[src/rtl/uart_receiver.sv]
// 8N1 UART receiver: 2-flop input synchronizer, 3-sample majority vote around
// mid-bit, and a one-entry holding register with a valid/ready handshake.
module uart_receiver #(
  parameter int CLKS_PER_BIT = 5208
) (
  input  logic       int_clk,
  input  logic       rst_n,
  input  logic       din,
  output logic [7:0] rx_data,
  output logic       rx_valid,
  input  logic       rx_ready,
  output logic       busy,
  output logic       frame_err,
  output logic       overrun
);

  localparam int CW  = $clog2(CLKS_PER_BIT);
  localparam int MID = CLKS_PER_BIT / 2;

  localparam logic [CW-1:0] SAMP_A   = CW'(MID - 1);
  localparam logic [CW-1:0] SAMP_B   = CW'(MID);
  localparam logic [CW-1:0] SAMP_C   = CW'(MID + 1);
  localparam logic [CW-1:0] CNT_LAST = CW'(CLKS_PER_BIT - 1);

  typedef enum logic [2:0] {
    IDLE,
    START,
    DATA,
    STOP,
    WAIT_IDLE
  } state_t;

  state_t        state_q, state_d;
  logic          sync1_q, sync1_d;
  logic          sync2_q, sync2_d;
  logic [CW-1:0] cnt_q, cnt_d;
  logic [2:0]    bit_idx_q, bit_idx_d;
  logic          samp0_q, samp0_d;
  logic          samp1_q, samp1_d;
  logic [7:0]    shift_q, shift_d;
  logic [7:0]    rx_data_q, rx_data_d;
  logic          rx_valid_q, rx_valid_d;
  logic          frame_err_q, frame_err_d;
  logic          overrun_q, overrun_d;

  logic ds;
  logic maj;

  assign ds  = sync2_q;
  // The third vote is the live synchronized value at count MID+1.
  assign maj = (samp0_q & samp1_q) | (samp0_q & ds) | (samp1_q & ds);

  always_ff @(posedge int_clk or negedge rst_n) begin
    if (!rst_n) begin
      state_q     <= IDLE;
      sync1_q     <= 1'b1;
      sync2_q     <= 1'b1;
      cnt_q       <= '0;
      bit_idx_q   <= 3'd0;
      samp0_q     <= 1'b1;
      samp1_q     <= 1'b1;
      shift_q     <= 8'h00;
      rx_data_q   <= 8'h00;
      rx_valid_q  <= 1'b0;
      frame_err_q <= 1'b0;
      overrun_q   <= 1'b0;
    end else begin
      state_q     <= state_d;
      sync1_q     <= sync1_d;
      sync2_q     <= sync2_d;
      cnt_q       <= cnt_d;
      bit_idx_q   <= bit_idx_d;
      samp0_q     <= samp0_d;
      samp1_q     <= samp1_d;
      shift_q     <= shift_d;
      rx_data_q   <= rx_data_d;
      rx_valid_q  <= rx_valid_d;
      frame_err_q <= frame_err_d;
      overrun_q   <= overrun_d;
    end
  end

  always_comb begin
    state_d     = state_q;
    sync1_d     = din;
    sync2_d     = sync1_q;
    cnt_d       = cnt_q;
    bit_idx_d   = bit_idx_q;
    samp0_d     = samp0_q;
    samp1_d     = samp1_q;
    shift_d     = shift_q;
    rx_data_d   = rx_data_q;
    rx_valid_d  = rx_valid_q & ~rx_ready;
    frame_err_d = 1'b0;
    overrun_d   = 1'b0;

    if (state_q != IDLE) begin
      if (cnt_q == SAMP_A) samp0_d = ds;
      if (cnt_q == SAMP_B) samp1_d = ds;
    end

    case (state_q)
      IDLE: begin
        cnt_d = '0;
        if (!ds) state_d = START;
      end

      START: begin
        cnt_d = cnt_q + 1'b1;
        if (cnt_q == SAMP_C && maj) begin
          state_d = IDLE;
          cnt_d   = '0;
        end else if (cnt_q == CNT_LAST) begin
          state_d   = DATA;
          cnt_d     = '0;
          bit_idx_d = 3'd0;
        end
      end

      DATA: begin
        cnt_d = cnt_q + 1'b1;
        if (cnt_q == SAMP_C) shift_d[bit_idx_q] = maj;
        if (cnt_q == CNT_LAST) begin
          cnt_d = '0;
          if (bit_idx_q == 3'd7) state_d = STOP;
          else bit_idx_d = bit_idx_q + 3'd1;
        end
      end

      // Leave at the stop decision so a start in the back half is caught.
      STOP: begin
        cnt_d = cnt_q + 1'b1;
        if (cnt_q == SAMP_C) begin
          cnt_d = '0;
          if (maj) begin
            state_d = IDLE;
            if (!rx_valid_q || rx_ready) begin
              rx_data_d  = shift_q;
              rx_valid_d = 1'b1;
            end else begin
              overrun_d = 1'b1;
            end
          end else begin
            state_d     = WAIT_IDLE;
            frame_err_d = 1'b1;
          end
        end
      end

      WAIT_IDLE: begin
        cnt_d = '0;
        if (ds) state_d = IDLE;
      end

      default: begin
        state_d = IDLE;
        cnt_d   = '0;
      end
    endcase
  end

  assign rx_data   = rx_data_q;
  assign rx_valid  = rx_valid_q;
  assign busy      = (state_q != IDLE);
  assign frame_err = frame_err_q;
  assign overrun   = overrun_q;

endmodule

[config.mk]
export PLATFORM = sky130hd
export DESIGN_NAME = uart_receiver
export DESIGN_NICKNAME = d
export VERILOG_FILES = /design/src/rtl/uart_receiver.sv
export SDC_FILE = /design/constraint.sdc
export NUM_CORES = 1
export LEC_CHECK = 0
export ABC_CLOCK_PERIOD_IN_PS = 2720
export CORE_MARGIN = 1.5
export CORE_UTILIZATION = 55
export DETAILED_ROUTE_END_ITERATION = 8
export PLACE_DENSITY_LB_ADDON = 0.2
export SYNTH_ARGS = -nofsm -noshare
export SYNTH_HDL_FRONTEND = slang
export SYNTH_SLANG_ARGS = --single-unit
[constraint.sdc]
create_clock -name int_clk -period 2.72 [get_ports int_clk]
set_input_delay 0.544 -clock int_clk [delete_from_list [all_inputs] [get_ports int_clk]]
set_output_delay 0.544 -clock int_clk [all_outputs]
set_load 0.05 [all_outputs]
# Yosys cells after proc, flatten, opt, wreduce, memory -nomap -nowiden
# Index checks and enable logic that the tools add are counted.
totals:
  word_cells: 86
  out_inout_bits: 12
  regBits: 42
  in_bits: 4
classes:
  n_reduce_logical: 13
  n_bitwise: 7
  n_mux: 32
  n_eq_ne: 18
  magnitude_cmp: 2
  add_sub_neg: 2
ops:
  columns: ["op", "n"]
  rows:
  - ["$eq 13x12->1 const B", 3]
  - ["$mux 13", 3]
  - ["$pmux 13 s3", 1]
  - ["$mux 3", 12]
  - ["$ne 2x2->1 const B", 8]
  - ["$pmux 3 s5", 1]
  - ["$add 13x1->13 const B", 1]
  - ["$eq 13x13->1 const B", 1]
  - ["$mux 1", 12]
  - ["$bwmux 8", 1]
  - ["$eq 3x2->1 const B", 2]
  - ["$eq 3x3->1 const B", 2]
  - ["$pmux 3 s2", 1]
  - ["$reduce_and 2->1", 3]
  - ["$reduce_and 6->1", 1]
  - ["$reduce_and 5->1", 1]
  - ["$and 1x1->1", 4]
  - ["$lt 3x4->1 const B", 1]
  - ["$reduce_and 4->1", 1]
  - ["$add 3x1->3 const B", 1]
  - ["$demux 1 s3", 1]
  - ["$eq 3x1->1 const B", 1]
  - ["$ge 3x1->1 const B", 1]
  - ["$logic_not 3->1", 1]
  - ["8 further kinds", 10]

# Longest topological paths before layout
# Gate-level depths: netlist (run 1).
logic_depth:
  word_depth: 6
  depth_mapped: 7
  ltp_nobuf: 6

# Worst setup path before layout (run 1)
# No wires, ideal clock.
synth_path:
  path_type: "register to register"
  start: "register cnt_q[4]"
  end: "register cnt_q[0]"
  setup_time_ns: 0.130
  slack_ns: 0.506
  n_path_buf: 2
  period_less_slack_ns: 2.214
  t_arrival_ns: 2.084
  path_stages_with_launch: 7
  t_required_ns: 2.590
  path_cell_list: "dfrtp_1 > buf_6 > or4b_4 > or4_4 > o31ai_2 > buf_6 > a21oi_1"
synth_between:
  elab_chain_cells: 4
  word_cells_on_any_way: 7
  cone_classes: "2 x eq/ne; 4 x mux; 1 x reduce/logical"
synth_lines:
  columns: ["item", "line_no", "source"]
  rows:
  - ["start: declaration", "36", "logic [CW-1:0] cnt_q, cnt_d;"]
  - ["start signal: assignment", "71", "cnt_q <= cnt_d;"]
  - ["$eq 13x13->1 or $eq 13x12->1 (tied branches)", null, null]
  - ["$mux 13 or $logic_and 1x1->1 (tied branches)", "113, 123, 110", null]
  - ["$mux 13", "110", "if (cnt_q == SAMP_C && maj) begin"]
  - ["$pmux 13 s3 *", "102", "case (state_q)"]
  - ["via cnt_d[0]", "36", null]
# The timed path passes the listed nets; every way through them passes the cells marked *.
# A chain may end at the register's enable or synchronous reset.

# Final worst setup path (run 1)
layout_path:
  start: "register state_q[2]"
  end: "output busy"
layout_between:
  elab_chain_cells: 1
layout_lines:
  columns: ["item", "line_no", "source"]
  rows:
  - ["start: declaration", "33", "state_t state_q, state_d;"]
  - ["start signal: assignment", "68", "state_q <= state_d;"]
  - ["$reduce_bool 3->1", "164", "assign busy = (state_q != IDLE);"]
  - ["end: declaration", "12", "output logic busy,"]
# Every way passes these cells.

==> flow_metrics.py, run 1 <==
metrics = {
    "clock_tree": {
        "clockRootBuffer": "clkbuf_8",
        "clkTransAtPathRegs_ns": 0.08,
        "htree_num_levels": 2,
        "cts_buffers": 5,
        "clock_path_buffers": 2,
        "clock-sinks": 42,
        "clkLatencyLatePin_ns": 0.29,
        "hold_buffers": 0,
        "tritoncts": "built",
        "post_cts_resized": 0,
        "cts_setup_buffers": 0,
    },
    "sta": {
        "skew_ns": 0.01215,
        "rsz0062_at_grt": "false",
        "finalSetupTns_ns": 0,
        "maxSlewViolCount": 0,
        "worst_pin_slew_ns": 0.9170,
        "hold_viol_final": 0,
        "slew_headroom": 0.3887,
        "fin_crit_ns": 2.484,
        "period_share": 0.9132,
        "fmax_mhz": 402.6,
        "hold-worst-slack_ns": 0.3580,
        "setup_viol": 0,
    },
    "place": {
        "dp_hpwl_um": 2913,
        "place.gp.congestion": 0.8708,
        "port_buffers": 15,
    },
    "worst_hold_path": {
        "hp-class": "reg -> reg",
    },
    "cells_and_area": {
        "ff_latch_area_um2": 1056,
        "multi_input_area_um2": 994.7,
        "layout.nets": 221,
        "fillers": 285,
        "antenna_cells": 0,
        "final_cell_mix": "dfrtp_1 (38), mux2_2 (18), a21oi_1 (14), clkdlybuf4s50_1 (14)",
        "layout-drive-gt1-share": 0.2075,
        "layout_commonest_cell": "dfrtp_1",
        "syn2layout_area_growth_pct": 15.36,
    },
    "pwr": {
        "p_per_area_nw_per_um2": 506.4,
        "total_leakage_power_nw": 1.012,
        "ir_worst_vdd_uv": 351.1,
    },
    "run": {
        "drv_cap": 0,
    },
    "synthesis": {
        "synth-seq-cells": 42,
        "syn_inst": 194,
        "synthArstFlopShare": 1.000,
        "synth_ff_type": "dfrtp_1",
        "syn_area_per_cell_um2": 11.00,
        "synth_area_um2": 2135,
        "yosysWarnings": 0,
        "seq_area_frac_synth": 0.4947,
        "synth_edf_count": 0,
        "synth_nets": 204,
        "ys_types": 44,
    },
    "setup_path": {
        "cp_max_fo": 9,
        "startpoint_type": "flop",
        "end_kind": "output port",
        "worstPathRequired_ns": 2.18,
        "arrival_ns": 1.94,
        "worst-setup-path-type": "reg -> out",
    },
    "drt": {
        "ant_nets": 0,
        "drt-total-wl_um": 4230,
        "avgRoutedWirePerCell_um": 16.27,
        "drtIter0Drc": 119,
        "dr.pass1.iters": 4,
        "via_count": 1586,
        "drc_errors": 0,
        "vias_per_cell": 6.100,
    },
    "die": {
        "die_w_um": 65.30,
        "io_pins": 16,
        "die_y_um": 65.30,
        "core_area_um2": 3689,
        "num_rows": 22,
        "start_util": 0.5787,
        "die_area_um2": 4263,
    },
    "global_routing": {
        "gr-total-overflow": 0,
        "grt_pass1_vias": 1526,
        "grt_max_degree": 43,
        "grtUsageTotal": 0.2244,
        "antenna_found_initial": 0,
        "grt_pass1_wl_um": 7176,
    },
    "outcome": {
        "status": "finished, final reports clean",
    },
}
==> area by class of cell <==
class | count | area share
Multi-Input combinational cell | 134 | 0.4040
Timing Repair Buffer | 19 | 0.07114
Sequential cell | 42 | 0.4289
Clock inverter | 2 | 0.02439
Tap cell | 48 | 0.02439
Inverter | 9 | 0.01372
Clock buffer | 6 | 0.03354
==> kinds of logic (layout without fill, tap and decap cells) <==
family / Yosys count / after routing / share of synthesized area
xor+xnor: 11 / 11 / 0.04513
simple gates: 70 / 70 / 0.2011
mux: 18 / 18 / 0.09496
flops: 42 / 42 / 0.4947
compound gates: 28 / 28 / 0.08500
buf+inv: 18 / 36 / 0.03927
fa+ha+maj: 7 / 7 / 0.03986
==> metrics by stage <==
stage	cells	setup slack (ns)	instance area, um^2	power, mW	utilization
final	260	0.2360	2462	1.247	0.6676
after CTS	260	0.2387	2462	1.258	0.6676
after floorplan	194	0.5060	2135	0.6416	-
after global routing	260	0.1859	2462	1.293	0.6676
after global placement	252	0.4075	2320	0.6572	0.6289
after detailed placement	252	0.3404	2320	0.6577	0.6289
==> critical path, cell delays in order, from the launching register on <==
cell and delay (ns):
dfrtp_1 0.47, or3_1 0.45, clkdlybuf4s50_1 0.73
==> synth_stat cells (2+ instances only) <==
cell,instances,share of area
nand2_1,4,0.0070
o2bb2ai_1,2,0.0082
clkbuf_1,6,0.011
xor2_1,4,0.016
a21oi_1,14,0.033
nor4b_1,2,0.0082
buf_6,2,0.011
nor3_1,8,0.019
or3b_2,2,0.0082
nand4_1,13,0.038
mux2_2,18,0.095
nand3_1,13,0.030
nor4_1,2,0.0059
dfstp_2,4,0.049
nor2_1,8,0.014
o21ai_0,3,0.0070
xnor2_1,7,0.029
nand2b_1,4,0.012
dfrtp_1,38,0.45
ha_1,6,0.035
inv_1,9,0.016
or3_1,3,0.0088
==> layer usage <==
layer  GRT usage  vias up  part of all wire
met3     0.05651        5             0.054
li1            -      750                 -
met5           0        -                 0
met4     0.06250        0             0.012
met1      0.3099      789              0.47
met2      0.3533       42              0.47
==> worst paths after layout <==
kind                       cells after the start  slack (ns)              startpoint                     end
min in group asynchronous                      1        0.37                   rst_n     cnt_q[12]$_DFF_PN0_
min reg2reg                                    0        0.36       sync1_q$_DFF_PN1_            ds$_DFF_PN1_
min                                            0        0.36       sync1_q$_DFF_PN1_            ds$_DFF_PN1_
max reg2reg                                    4        0.34     cnt_q[10]$_DFF_PN0_  state_q[0]$_DFFE_PN0P_
max in group asynchronous                      1        1.76                   rst_n  state_q[1]$_DFFE_PN0P_
max                                            2        0.24  state_q[2]$_DFFE_PN0P_                    busy
==> report_power, final <==
| group | switching (mW) | leakage [nW] | internal, mW |
|---|---|---|---|
| clock | 0.211 | 0.0714 | 0.391 |
| sequential | 0.00123 | 0.558 | 0.627 |
| combinational | 0.0126 | 0.383 | 0.00396 |
==> registers in the layout, summed over array words and instances (netlist names), 3 cells and up <==
register / cells
state_q: 3
shift_q: 8
bit_idx_q: 3
rx_data: 8
cnt_q: 13
No activity file was read; power rests on OpenSTA's default activity.
==> run 2: changes to the inputs <==
--- a/config.mk
+++ b/config.mk
@@ -5,8 +5,8 @@
 export SDC_FILE = /design/constraint.sdc
 export NUM_CORES = 1
 export LEC_CHECK = 0
-export ABC_CLOCK_PERIOD_IN_PS = 2720
-export CORE_MARGIN = 1.5
+export ABC_CLOCK_PERIOD_IN_PS = 2900
+export CORE_MARGIN = 3
 export CORE_UTILIZATION = 55
 export DETAILED_ROUTE_END_ITERATION = 8
 export PLACE_DENSITY_LB_ADDON = 0.2
==> constraint.sdc (replaced) <==
create_clock -name int_clk -period 2.9 [get_ports int_clk]
set_input_delay 0.58 -clock int_clk [delete_from_list [all_inputs] [get_ports int_clk]]
set_output_delay 0.58 -clock int_clk [all_outputs]
set_load 0.05 [all_outputs]
==> run 2 against run 1 <==
Non-clock buffer count decreased by 2. Global-route usage decreased by 1.2 points. Die area increased by 9.4%. Cell area decreased by 2.7%.
==> flow_metrics.py, run 2 (same netlist as run 1, synthesis figures left out) <==
metrics = {
    "setup_path": {
        "end_kind": "output port",
        "path_depth": 2,
        "worstPathRequired_ns": 2.32,
        "slowest_stage": "clkdlybuf4s50_1",
        "path_cells": "or3_1, clkdlybuf4s50_1",
        "critPathTopFamily": "buffers and inverters",
        "worst-setup-path-type": "reg -> out",
        "arrival_ns": 1.95,
        "r2r_start": "cnt_q[6]$_DFF_PN0_",
        "startpoint_type": "flop",
        "path_buf_inv": 1,
        "rrSetupSlack_ns": 0.52,
        "rr_endpoint": "state_q[0]$_DFFE_PN0P_",
        "cp_max_fo": 9,
        "slowest_delay_ns": 0.73,
        "reg2regPathDepth": 4,
    },
    "sta": {
        "rsz0062_at_grt": "false",
        "fin_crit_ns": 2.528,
        "finalSetupTns_ns": 0,
        "slew_headroom": 0.4061,
        "worst_pin_slew_ns": 0.8908,
        "fin_ws_ns": 0.3723,
        "fmax_mhz": 395.6,
        "setup_viol": 0,
        "hold_viol_final": 0,
        "period_share": 0.8716,
        "hold-worst-slack_ns": 0.3579,
        "skew_ns": 0.008450,
        "maxSlewViolCount": 0,
    },
    "place": {
        "dp_cells": 250,
        "port_buffers": 15,
        "dp_hpwl_um": 3018,
        "dp_slack_ns": 0.4947,
        "place.gp.congestion": 0.8456,
    },
    "clock_tree": {
        "hold_buffers": 0,
        "clkLatencyLatePin_ns": 0.30,
        "clock-sinks": 42,
        "post_cts_resized": 0,
        "clock_path_buffers": 2,
        "tritoncts": "built",
        "cts_buffers": 5,
        "htree_num_levels": 2,
        "cts_setup_buffers": 0,
        "clockRootBuffer": "clkbuf_8",
        "clkTransAtPathRegs_ns": 0.07,
    },
    "global_routing": {
        "grt_pass1_wl_um": 7286,
        "grt_pass1_vias": 1496,
        "grt_max_degree": 43,
        "grtUsageTotal": 0.2120,
        "antenna_found_initial": 0,
        "gr-total-overflow": 0,
    },
    "die": {
        "num_rows": 22,
        "die_y_um": 68.30,
        "core_area_um2": 3689,
        "start_util": 0.5787,
        "die_area_um2": 4664,
        "die_w_um": 68.30,
        "io_pins": 16,
    },
    "run": {
        "drv_cap": 0,
    },
    "pwr": {
        "p_per_area_nw_per_um2": 411.3,
        "ir_worst_vdd_uv": 298.0,
        "power_mw": 0.9849,
        "total_leakage_power_nw": 0.9753,
    },
    "worst_hold_path": {
        "min_to": "ds$_DFF_PN1_",
        "hold_start": "sync1_q$_DFF_PN1_",
        "holdPathStages": 0,
        "hp-class": "reg -> reg",
    },
    "cells_and_area": {
        "layout-drive-gt1-share": 0.1905,
        "antenna_cells": 0,
        "largest_register": "cnt_q",
        "syn2layout_area_growth_pct": 12.19,
        "fin_cells": 258,
        "layout_commonest_cell": "dfrtp_1",
        "layout.nets": 219,
        "final_cell_mix": "dfrtp_1 (38), mux2_2 (18), a21oi_1 (14), clkdlybuf4s50_1 (14)",
        "largest_register_ffs": 13,
    },
    "drt": {
        "drc_errors": 0,
        "dr.pass1.iters": 5,
        "avgRoutedWirePerCell_um": 16.59,
        "ant_nets": 0,
        "drt-total-wl_um": 4281,
        "vias_per_cell": 6.081,
        "via_count": 1569,
        "drtIter0Drc": 109,
    },
    "outcome": {
        "status": "finished, final reports clean",
    },
}
run 2: routing by layer:
| metal | GRT usage | routed length, um |
|---|---|---|
| met4 | 0.08437 | 53 |
| met1 | 0.2887 | 1989 |
| met3 | 0.05583 | 251 |
| met2 | 0.3213 | 1986 |
| met5 | 0 | 0 |
run 2: power breakdown:
| part | internal (mW) | switching [mW] |
|---|---|---|
| combinational | 0.00371 | 0.0115 |
| sequential | 0.588 | 0.00118 |
| clock | 0.194 | 0.186 |
run 2: cell type report:
cell class / count / area (um^2)
fillers: 296 / 1294
flip-flops and latches: 42 / 1056
multi-input cells: 134 / 994.7
repair buffers: 17 / 160.2
clock buffers: 8 / 90.09
well taps: 48 / 60.06
inverters: 9 / 33.78
run 2: worst max path at each step:
stage | start | slack [ns] | to
6_report | state_q[2]$_DFFE_PN0P_ | 0.37 | busy
5_1_grt | state_q[2]$_DFFE_PN0P_ | 0.31 | busy
4_1_cts | state_q[2]$_DFFE_PN0P_ | 0.38 | busy
3_5_place_dp | rx_ready | 0.49 | rx_data[3]$_DFFE_PN0P_
3_3_place_gp | rx_ready | 0.55 | rx_data[1]$_DFFE_PN0P_
2_1_floorplan | cnt_q[4]$_DFF_PN0_ | 0.69 | cnt_q[0]$_DFF_PN0_
run 2: worst register-to-register path, delay by kind of cell (launching register included):
| kind | cells | cell delay [ns] |
|---|---|---|
| compound gates | 1 | 0.20 |
| flops | 1 | 0.45 |
| simple gates | 3 | 1.57 |
run 2: per-stage QoR:
step | instance area, um^2 | utilization
5_1_grt | 2395 | 0.6493
6_report | 2395 | 0.6493
3_3_place_gp | 2305 | 0.6248
4_1_cts | 2395 | 0.6493
3_5_place_dp | 2305 | 0.6248
2_1_floorplan | 2135 | -
==> run 3: changes to the inputs <==
--- a/config.mk
+++ b/config.mk
@@ -13,3 +13,4 @@
 export SYNTH_ARGS = -nofsm -noshare
 export SYNTH_HDL_FRONTEND = slang
 export SYNTH_SLANG_ARGS = --single-unit
+export TNS_END_PERCENT = 10
==> results of run 3 <==
No change in the layout: final DEF, timing and power equal those of run 2.
